$ cat config.mk
export PLATFORM = sky130hd
export DESIGN_NAME = spi_cmd_queue
export DESIGN_NICKNAME = d
export VERILOG_FILES = /design/src/rtl/spi_cmd_queue.sv
export SDC_FILE = /design/constraint.sdc
export NUM_CORES = 1
export LEC_CHECK = 0
export ABC_AREA = 1
export CAP_MARGIN = 10
export CORE_UTILIZATION = 43
export CTS_CLUSTER_SIZE = 25
export DETAILED_ROUTE_END_ITERATION = 6
export PLACE_DENSITY = 0.7
export SYNTH_ARGS = -nofsm -noshare
export SYNTH_HDL_FRONTEND = slang
export SYNTH_SLANG_ARGS = --single-unit
$ cat constraint.sdc
create_clock -name clk -period 9.55 [get_ports clk]
set_clock_uncertainty 0.2 [all_clocks]
set_input_delay 1.91 -clock clk [delete_from_list [all_inputs] [get_ports clk]]
set_output_delay 1.91 -clock clk [all_outputs]
set_load 0.05 [all_outputs]
$ cat src/rtl/spi_cmd_queue.sv
// spi_cmd_queue: command FIFO plus a one-transaction-at-a-time sequencer feeding the SPI master.
// Optional length screening is compiled in with `define SPI_CMD_LEN_CHECK_EN.
module spi_cmd_queue #(
    parameter int data_depth = 24,
    parameter int fifo_depth = 8
) (
    input  logic                        clk,
    input  logic                        rst,
    input  logic                        cmd_valid,
    output logic                        cmd_ready,
    input  logic                        cmd_dir,
    input  logic [7:0]                  cmd_len,
    input  logic [data_depth-1:0]       cmd_data,
    output logic                        cmd_err,
    output logic                        rsp_valid,
    output logic [data_depth-1:0]       rsp_data,
    output logic                        spi_start,
    output logic                        spi_dir,
    output logic [7:0]                  spi_data_depth,
    output logic [data_depth-1:0]       spi_data_tx,
    input  logic                        spi_ready,
    input  logic                        spi_read_finish,
    input  logic [data_depth-1:0]       spi_data_rx,
    output logic [$clog2(fifo_depth):0] level,
    output logic                        busy
);

    // Handshake: a command transfers on every rising clk edge where cmd_valid and cmd_ready are
    // both high; the host holds cmd_dir/cmd_len/cmd_data stable while cmd_valid waits for ready.

    localparam int AW = $clog2(fifo_depth);
    localparam int PW = AW + 1;
    localparam int EW = data_depth + 9;

    typedef enum logic [1:0] {
        IDLE      = 2'd0,
        WAIT_BUSY = 2'd1,
        WAIT_DONE = 2'd2
    } state_e;

    state_e                 state_q, state_d;
    logic [PW-1:0]          wr_ptr_q, wr_ptr_d;
    logic [PW-1:0]          rd_ptr_q, rd_ptr_d;
    logic [EW-1:0]          mem_q [fifo_depth];

    logic                   spi_start_q, spi_start_d;
    logic                   spi_dir_q, spi_dir_d;
    logic [7:0]             spi_len_q, spi_len_d;
    logic [data_depth-1:0]  spi_tx_q, spi_tx_d;

    logic                   rf_q, rf_prev_q;
    logic                   rsp_valid_q, rsp_valid_d;
    logic [data_depth-1:0]  rsp_data_q, rsp_data_d;

    logic                   empty, full;
    logic                   accept, push, pop;
    logic                   len_bad;
    logic                   read_rise;
    logic [EW-1:0]          head;

    assign empty     = (wr_ptr_q == rd_ptr_q);
    assign full      = (wr_ptr_q[AW] != rd_ptr_q[AW]) &&
                       (wr_ptr_q[AW-1:0] == rd_ptr_q[AW-1:0]);
    assign cmd_ready = !full && !rst;
    assign accept    = cmd_valid && cmd_ready;
    assign push      = accept && !len_bad;
    assign head      = mem_q[rd_ptr_q[AW-1:0]];

`ifdef SPI_CMD_LEN_CHECK_EN
    localparam logic [7:0] LEN_MAX = 8'(data_depth);

    logic cmd_err_q;

    // Rejected commands still complete the handshake so the host never stalls on them.
    assign len_bad = (cmd_len == 8'd0) || (cmd_len > LEN_MAX);
    assign cmd_err = cmd_err_q;

    always_ff @(posedge clk) begin
        if (rst) begin
            cmd_err_q <= 1'b0;
        end else begin
            cmd_err_q <= accept && len_bad;
        end
    end
`else
    assign len_bad = 1'b0;
    assign cmd_err = 1'b0;
`endif

    always_ff @(posedge clk) begin
        if (push) begin
            mem_q[wr_ptr_q[AW-1:0]] <= {cmd_dir, cmd_len, cmd_data};
        end
    end

    always_comb begin
        state_d     = state_q;
        pop         = 1'b0;
        spi_start_d = 1'b0;
        spi_dir_d   = spi_dir_q;
        spi_len_d   = spi_len_q;
        spi_tx_d    = spi_tx_q;
        case (state_q)
            IDLE: begin
                // Waiting for spi_ready also keeps a master still leaving reset from a double start.
                if (!empty && spi_ready) begin
                    pop         = 1'b1;
                    spi_start_d = 1'b1;
                    spi_dir_d   = head[EW-1];
                    spi_len_d   = head[EW-2 -: 8];
                    spi_tx_d    = head[data_depth-1:0];
                    state_d     = WAIT_BUSY;
                end
            end
            WAIT_BUSY: begin
                if (!spi_ready) begin
                    state_d = WAIT_DONE;
                end
            end
            WAIT_DONE: begin
                if (spi_ready) begin
                    state_d = IDLE;
                end
            end
            default: begin
                state_d = IDLE;
            end
        endcase
    end

    assign wr_ptr_d = wr_ptr_q + PW'(push);
    assign rd_ptr_d = rd_ptr_q + PW'(pop);

    // Edge is taken from the registered copy, so capture lands one cycle after the master's pulse.
    assign read_rise   = rf_q && !rf_prev_q;
    assign rsp_valid_d = read_rise && (state_q == WAIT_DONE) && spi_dir_q;
    assign rsp_data_d  = rsp_valid_d ? spi_data_rx : rsp_data_q;

    always_ff @(posedge clk) begin
        if (rst) begin
            state_q     <= IDLE;
            wr_ptr_q    <= '0;
            rd_ptr_q    <= '0;
            spi_start_q <= 1'b0;
            spi_dir_q   <= 1'b0;
            spi_len_q   <= '0;
            spi_tx_q    <= '0;
            rf_q        <= 1'b0;
            rf_prev_q   <= 1'b0;
            rsp_valid_q <= 1'b0;
            rsp_data_q  <= '0;
        end else begin
            state_q     <= state_d;
            wr_ptr_q    <= wr_ptr_d;
            rd_ptr_q    <= rd_ptr_d;
            spi_start_q <= spi_start_d;
            spi_dir_q   <= spi_dir_d;
            spi_len_q   <= spi_len_d;
            spi_tx_q    <= spi_tx_d;
            rf_q        <= spi_read_finish;
            rf_prev_q   <= rf_q;
            rsp_valid_q <= rsp_valid_d;
            rsp_data_q  <= rsp_data_d;
        end
    end

    assign spi_start      = spi_start_q;
    assign spi_dir        = spi_dir_q;
    assign spi_data_depth = spi_len_q;
    assign spi_data_tx    = spi_tx_q;
    assign rsp_valid      = rsp_valid_q;
    assign rsp_data       = rsp_data_q;
    assign level          = wr_ptr_q - rd_ptr_q;
    assign busy           = !empty || (state_q != IDLE);

endmodule

# Word level (Yosys, flattened, before mapping)

Memories as Yosys holds them, arrays and structs flattened. A register that Yosys moved wholly into a read port is not among the register bits.
Index checks and enable logic that the tools add are counted.

Bits in registers: 38
Latch bits: 0
Bits in writable memories: 264
Memory bits (read-only): 0
Input bits: 62
Word-level logic and storage cells: 44
Memories: 1

Add/sub/neg operators: 3
Multiply operators: 0
Divide/modulo/power cells: 0
Order comparisons: 0
Eq/ne operators: 8
Shifts and indexed selects: 0
Multiplexer cells: 8
Bitwise logic cells: 0
Reduce and logical (&&, ||, !) cells: 16

Memory list:

| memory | words | width | rd ports | clocked after Yosys merged registers in | write ports | line | RTL |
|---|---|---|---|---|---|---|---|
| mem_q  | 8     | 33    | 1        | 1                                       | 1           | 44   | `logic [EW-1:0] mem_q [fifo_depth];` |

Operators with widths:

| operator             | number |
|---|---|
| $add A4 B1 Y4        | 2 |
| $logic_and A1 B1 Y1  | 7 |
| $mux W2              | 3 |
| $ne A2 B2 Y1 const B | 3 |
| $pmux W2 S3          | 1 |
| $eq A4 B4 Y1         | 1 |
| $logic_not A1 Y1     | 4 |
| $mux W1              | 4 |
| $sub A4 B4 Y4        | 1 |
| $eq A3 B3 Y1         | 1 |
| $reduce_and A3 Y1    | 1 |
| $eq A2 B1 Y1 const B | 1 |
| $eq A2 B2 Y1 const B | 1 |
| $logic_not A2 Y1     | 1 |
| $reduce_and A2 Y1    | 1 |
| $reduce_bool A2 Y1   | 1 |
| $logic_or A1 B1 Y1   | 1 |
| $ne A1 B1 Y1         | 1 |

# Longest topological paths before layout

Gate-level depths: netlist of run 1.

Depth after elaboration: 7
Gate-level depth with buffers: 14
Depth with buffers taken out: 11

# Worst setup path after synthesis of run 1

OpenSTA, ideal clock, no wires.

Path kind: input-to-reg
Start point: in rst
End point: mem mem_q[0][0] (netlist name), enable pin
Setup time: 465 ps
Arrival: 4712 ps
Data required time: 8885 ps
Setup slack: 4173 ps
Stages on the path: 4
Buffers on the path: 1
Cell sequence: buf_2 > inv_2 > nand3_1 > nor3_1

Word-level cells in the longest chain between the ends: 5

RTL lines:

| element                       | line | RTL |
|---|---|---|
| from (decl)                   | 8    | `input logic rst,` |
| $logic_not A1 Y1              | 64   | `assign cmd_ready = !full && !rst;` |
| $logic_and A1 B1 Y1           | 64   |  |
| $logic_and A1 B1 Y1           | 65   | `assign accept = cmd_valid && cmd_ready;` |
| $mux W1                       | 91   | `if (push) begin` |
| $mux W1 (not written as such) | 92   | `mem_q[wr_ptr_q[AW-1:0]] <= {cmd_dir, cmd_len, cmd_data};` |
| to (decl)                     | 44   |  |

No other way between the ends.

# Worst setup path in the final report of run 1

Start point: in rst
End point: out cmd_ready

Word-level cells in the longest chain between the ends: 2

RTL lines:

| element             | line | RTL |
|---|---|---|
| $logic_not A1 Y1    | 64   |  |
| $logic_and A1 B1 Y1 | 64   |  |
| to (decl)           | 10   | `output logic cmd_ready,` |

No other way between the ends.

==> out/qor.yml, run 1 <==
clk-insertion-delay-late_ps: 510
crit_start: "rst"
synth_largest_area_cell: "edfxtp_1"
drive_above_1_share: 0.0687
tightest_slew_ps: 1160
dpl.cell_count: 1916
cp.arrival_ps: 3580
rows: 65
slew-limit-headroom: 0.223
finalHoldViolCount: 0
grt_antenna_before_repair: 1
avgRoutedWirePerCell_um: 15.5
path_buf_inv: 3
layout.nets: 1588
synth_mux_area_frac: 0
synth_top_family_by_area: "simple AND/OR/NAND/NOR gates"
ys_seq_elements: 335
cpMaxStageDelayCell: "clkdlybuf4s50_1"
fin_cells: 1979
rr_endpoint: "rd_ptr_q[2]"
holdPathEnd: "rsp_data[1]"
regArea_um2: 9350
rsz0062_at_grt: "false"
grt_use_total: 0.186
multi_input_area_um2: 3360
root_buffer: "clkbuf_16"
fmax_ghz: 0.176
yosysMostFrequentCell: "nand2_1"
crit_fanout: 37
endpoint_kind: "output port"
h-tree-depth: 2
min_path_type: "reg -> reg"
die-area_um2: 33500
cts_tree: "built"
avgSynthCellArea_um2: 10.0
core_um2: 31900
num-fill-cells: 2726
dpl.hpwl_um: 17400
via_count: 9548
synthFlopType: "edfxtp_1"
hold_path_depth: 2
synth_cell_type_count: 28
die_width_um: 183
synth-xor-area-share: 0.00248
io_pins: 128
ir_worst_vdd_uv: 103
status: "completed"
period_share: 0.596
numClockSinks: 335
cp_common_cell: "clkdlybuf4s50_1"
setup_violations: 0
clockBufferDepth: 3
grt_pass1_wl_um: 49000
die_h_um: 183
ff2ff_path_depth: 12
synth_compound_area_frac: 0.0287
syn2layout_area_growth_pct: 19.0
synth_fp_nets: 1476
cts_setup_buffers: 0
cts_made_buffers: 35
yosys-top-cells-count: "nand2_1, inv_1, edfxtp_1, nand3_1, dfxtp_1"
criticalPathCategory: "in -> out"
grt-ovfl-total: 0
drt_iter0_drc: 705
port_buffers: 126
synth_edf_count: 264
ctsHoldBuffers: 0
ant_nets: 0
ff2ff_setup_slack_ps: 5800
path_clk_slew_ps: 60
yosys-top-cells-area: "edfxtp_1, nand2_1, dfxtp_1"
synth_area_um2: 14100
cpPeakStageDelay_ps: 820
crit_family: "buffers and inverters"
synthArstFlopShare: 0
diodes: 0
max-cap-violations: 0
synth-adder-area-share: 0.00763
grt_pass1_vias: 9445
p_per_area_nw_per_um2: 208
min_from: "rsp_data[1]"
yosysWarnings: 0
reg2reg_from: "rd_ptr_q[2]"
startpoint_type: "primary input"
via_per_inst: 4.82
crit_chain: "clkdlybuf4s50_1 > buf_4 > a21oi_1 > clkdlybuf4s50_1"
gp_congestion: 0.740
synth.top_cell.area_share: 0.562
maxSlewViolCount: 0
drcViolationCount: 0
wirelength_um: 30700
min_period_ps: 5690
syn_inst: 1406
p_leak_uw: 0.00696
dr.pass1.iters: 5
fin_setup_tns_ps: 0
grt_max_degree: 106
cts_resized: 0
yosysSeqAreaShare: 0.663
start_util: 0.442
synth_simple_gate_area_frac: 0.196
crit_required_ps: 7440
[report_power, final]
group | total [uW] | internal (uW) | switching, uW
registers | 1640 | 1610 | 29.0
logic | 539 | 166 | 373
clock network | 1310 | 787 | 523
[registers in the layout, indices dropped and copies added (netlist names)]
signal          cells
mem_q             264
rsp_data           24
spi_data_tx        24
spi_data_depth      8
rd_ptr_q            4
wr_ptr_q            4
state_q             2
rf_prev_q           1
rf_q                1
rsp_valid           1
spi_dir             1
spi_start           1
[metal layers]
layer	part of all wire	up-vias	track usage
met5	0.00052	-	0
met4	0.022	2	0.0550
met3	0.058	56	0.0278
met2	0.48	282	0.320
met1	0.44	4505	0.245
li1	-	4703	-
[cell type report]
cell class,count,share of cell area
Multi-Input combinational cell,731,0.200
Clock inverter,11,0.00604
Timing Repair Buffer,142,0.0823
Inverter,273,0.0613
Clock buffer,52,0.0603
Sequential cell,335,0.557
Tap cell,435,0.0324
[worst max-delay path by stage]
| stage | endpoint | slack, ps | cells past startpoint |
|---|---|---|---|
| floorplan | mem_q[0][0] | 4170 | 4 |
| global placement | cmd_ready | 3890 | 4 |
| detailed placement | cmd_ready | 3870 | 4 |
| CTS | cmd_ready | 3860 | 4 |
| global route | cmd_ready | 3770 | 4 |
| finish | cmd_ready | 3860 | 4 |
[cell usage in the layout, fill, tap and decap left out, types with 8 or more instances in the layout]
| cell | count |
|---|---|
| a21oi_1 | 43 |
| a21oi_2 | 20 |
| buf_4 | 16 |
| clkbuf_1 | 12 |
| clkbuf_16 | 37 |
| clkdlybuf4s50_1 | 126 |
| dfxtp_1 | 69 |
| edfxtp_1 | 264 |
| inv_1 | 266 |
| nand2_1 | 414 |
| nand3_1 | 211 |
| nor2_1 | 11 |
| nor3_2 | 8 |
[through the flow]
stage | power [uW] | worst slack (ps) | instance area, um2 | hold WS (ps) | utilization
2_1_floorplan | 2050 | 4170 | 14100 | 228 | -
3_3_place_gp | 2200 | 3890 | 15700 | 243 | 0.492
3_5_place_dp | 2210 | 3870 | 15700 | 249 | 0.492
4_1_cts | 3520 | 3860 | 16800 | 258 | 0.526
5_1_grt | 3640 | 3770 | 16800 | 272 | 0.526
6_report | 3490 | 3860 | 16800 | 258 | 0.526
[logic make-up (layout without fill, tap and decap cells)]
family,after synthesis,in the layout
simple gates,652,652
compound gates,66,66
flops,335,335
buf+inv,340,478
other cells,1,1
xor+xnor,4,4
fa+ha+maj,8,8
[worst min-delay path, stage by stage (launching register included)]
cell     delay [ps]
dfxtp_1         300
nand2_1          60
a21oi_1          50
Note: power is estimated with default switching activity, not from simulation.
==> run 2, diff against run 1 <==
==> constraint.sdc (replaced) <==
create_clock -name clk -period 5.45 [get_ports clk]
set_clock_uncertainty 0.2 [all_clocks]
set_input_delay 1.09 -clock clk [delete_from_list [all_inputs] [get_ports clk]]
set_output_delay 1.09 -clock clk [all_outputs]
set_load 0.05 [all_outputs]
==> run 2 against run 1 <==
- register-to-register slack worse by 4100 ps
- combinational power up 78%
- clock power up 76%
- worst hold slack worse by 2.7 ps
- via count down 0.32%
- die area unchanged
- flip-flop and latch count unchanged
- first-iteration DRC count down 6.7%
- worst setup slack worse by 2800 ps
==> out/qor.yml, run 2 (synthesis gave the netlist of run 1 again) <==
status: "completed"
dr.pass1.iters: 6  # +1
max-cap-violations: 0  # unchanged
ff2ff_setup_slack_ps: 1750  # -4050 ps
worst_slack_ps: 1060  # -2810 ps
cp.arrival_ps: 3100  # -480 ps
endpoint_kind: "output port"
p_per_area_nw_per_um2: 365  # +75%
drcViolationCount: 0  # unchanged
cts_resized: 0  # unchanged
fin_setup_tns_ps: 0  # unchanged
numClockSinks: 335  # unchanged
port_buffers: 126  # unchanged
setup_violations: 0  # unchanged
grt_pass1_wl_um: 48200  # -1.6%
path_clk_slew_ps: 60  # about the same
crit_fanout: 35  # -5.4%
rows: 65  # unchanged
period_share: 0.806
dpl.hpwl_um: 17100  # -1.8%
die-area_um2: 33500  # unchanged
fmax_ghz: 0.228
p_leak_uw: 0.00699  # +0.45%
grt_pass1_vias: 9192  # -2.7%
min_period_ps: 4390
h-tree-depth: 2  # unchanged
grt_antenna_before_repair: 1  # unchanged
root_buffer: "clkbuf_16"
die_width_um: 183  # unchanged
final_common_cell: "nand2_1"
grt_use_total: 0.184  # -0.00257
start_util: 0.442  # unchanged
startpoint_type: "flop"
tightest_slew_ps: 1050  # -112 ps
wirelength_um: 30400  # -0.95%
crit_required_ps: 4160  # -3280 ps
ir_worst_vdd_uv: 208  # +100%
io_pins: 128  # unchanged
utilization: 0.528  # +0.00126
grt-ovfl-total: 0  # unchanged
maxSlewViolCount: 0  # unchanged
via_count: 9517  # -0.32%
cts_setup_buffers: 0  # unchanged
gp_congestion: 0.765  # +3.4%
avgRoutedWirePerCell_um: 15.3  # -1.1%
final_cell_mix: "nand2_1, inv_1, edfxtp_1"
syn2layout_area_growth_pct: 19.3
finalHoldViolCount: 0  # unchanged
drt_iter0_drc: 658  # -6.7%
drive_above_1_share: 0.0737  # +0.00504
core_um2: 31900  # unchanged
layout.nets: 1591  # +0.19%
rsz0062_at_grt: "false"
slew-limit-headroom: 0.298  # +0.0742
cts_made_buffers: 35  # unchanged
via_per_inst: 4.80  # -0.48%
largest_register_ff_count: 264  # unchanged
grt_max_degree: 89  # -16%
cts_tree: "built"
fin_hold_ws_ps: 255  # -2.70 ps
place_ws_ps: 1590  # -2280 ps
clockBufferDepth: 3  # unchanged
die_h_um: 183  # unchanged
criticalPathCategory: "reg -> out"
diodes: 0  # unchanged
ctsHoldBuffers: 0  # unchanged
clk-insertion-delay-late_ps: 510  # about the same
ant_nets: 0  # unchanged
min_path_type: "reg -> reg"
num-fill-cells: 2730  # +0.15%
==> run 2: cell count changes in the layout (fill, tap and decap cells not counted) <==
cell / delta
buf_12: +3
buf_4: +3
clkdlybuf4s50_1: -3
inv_6: +3
clkbuf_1: -2
clkbuf_16: -2
clkinv_2: +2
bufinv_16: +1
clkbuf_8: -1
clkinvlp_4: -1
==> run 2: per-stage QoR <==
| stage | power, uW | instances | cell area (um2) |
|---|---|---|---|
| final | 6140 | 1982 | 16800 |
| after CTS | 6190 | 1982 | 16800 |
| after floorplan | 3600 | 1406 | 14100 |
| after global placement | 3880 | 1919 | 15700 |
| after detailed placement | 3900 | 1919 | 15700 |
| after global routing | 6390 | 1982 | 16800 |
==> run 2: layout make-up <==
| class | instances | area [um2] | share of cell area |
|---|---|---|---|
| timing repair buffer | 145 | 1430 | 0.0852 |
| sequential | 335 | 9350 | 0.556 |
| tap | 435 | 544 | 0.0323 |
| clock inverter | 16 | 160 | 0.00952 |
| inverter | 273 | 1030 | 0.0611 |
| multi-input combinational | 731 | 3360 | 0.200 |
| clock buffer | 47 | 941 | 0.0559 |
==> run 2: final timing paths <==
kind                       to         from  cells past startpoint
setup / recovery     level[2]  rd_ptr_q[2]                      5
hold / removal      rf_prev_q         rf_q                      2
setup reg to reg  rd_ptr_q[2]  rd_ptr_q[2]                     12
hold reg to reg     rf_prev_q         rf_q                      2
==> run 2: worst max-delay path, cell delays in order (launching register included) <==
cell             delay (ps)
dfxtp_1                 300
buf_4                   220
inv_2                   640
ha_1                    410
xnor2_1                 200
clkdlybuf4s50_1         830
==> run 2: power breakdown <==
group / internal, uW / switching, uW / leakage, uW
clock: 1360 / 939 / 0.000541
combinational: 303 / 656 / 0.00349
sequential: 2830 / 55.0 / 0.00296
total: 4490 / 1650 / 0.00699
==> run 2: per-layer routing <==
layer / up-vias / share of wire / track usage
met4: 2 / 0.022 / 0.0583
met3: 56 / 0.056 / 0.0298
met1: 4493 / 0.44 / 0.245
met5: - / 0.00056 / 0
met2: 254 / 0.48 / 0.308
li1: 4712 / - / -
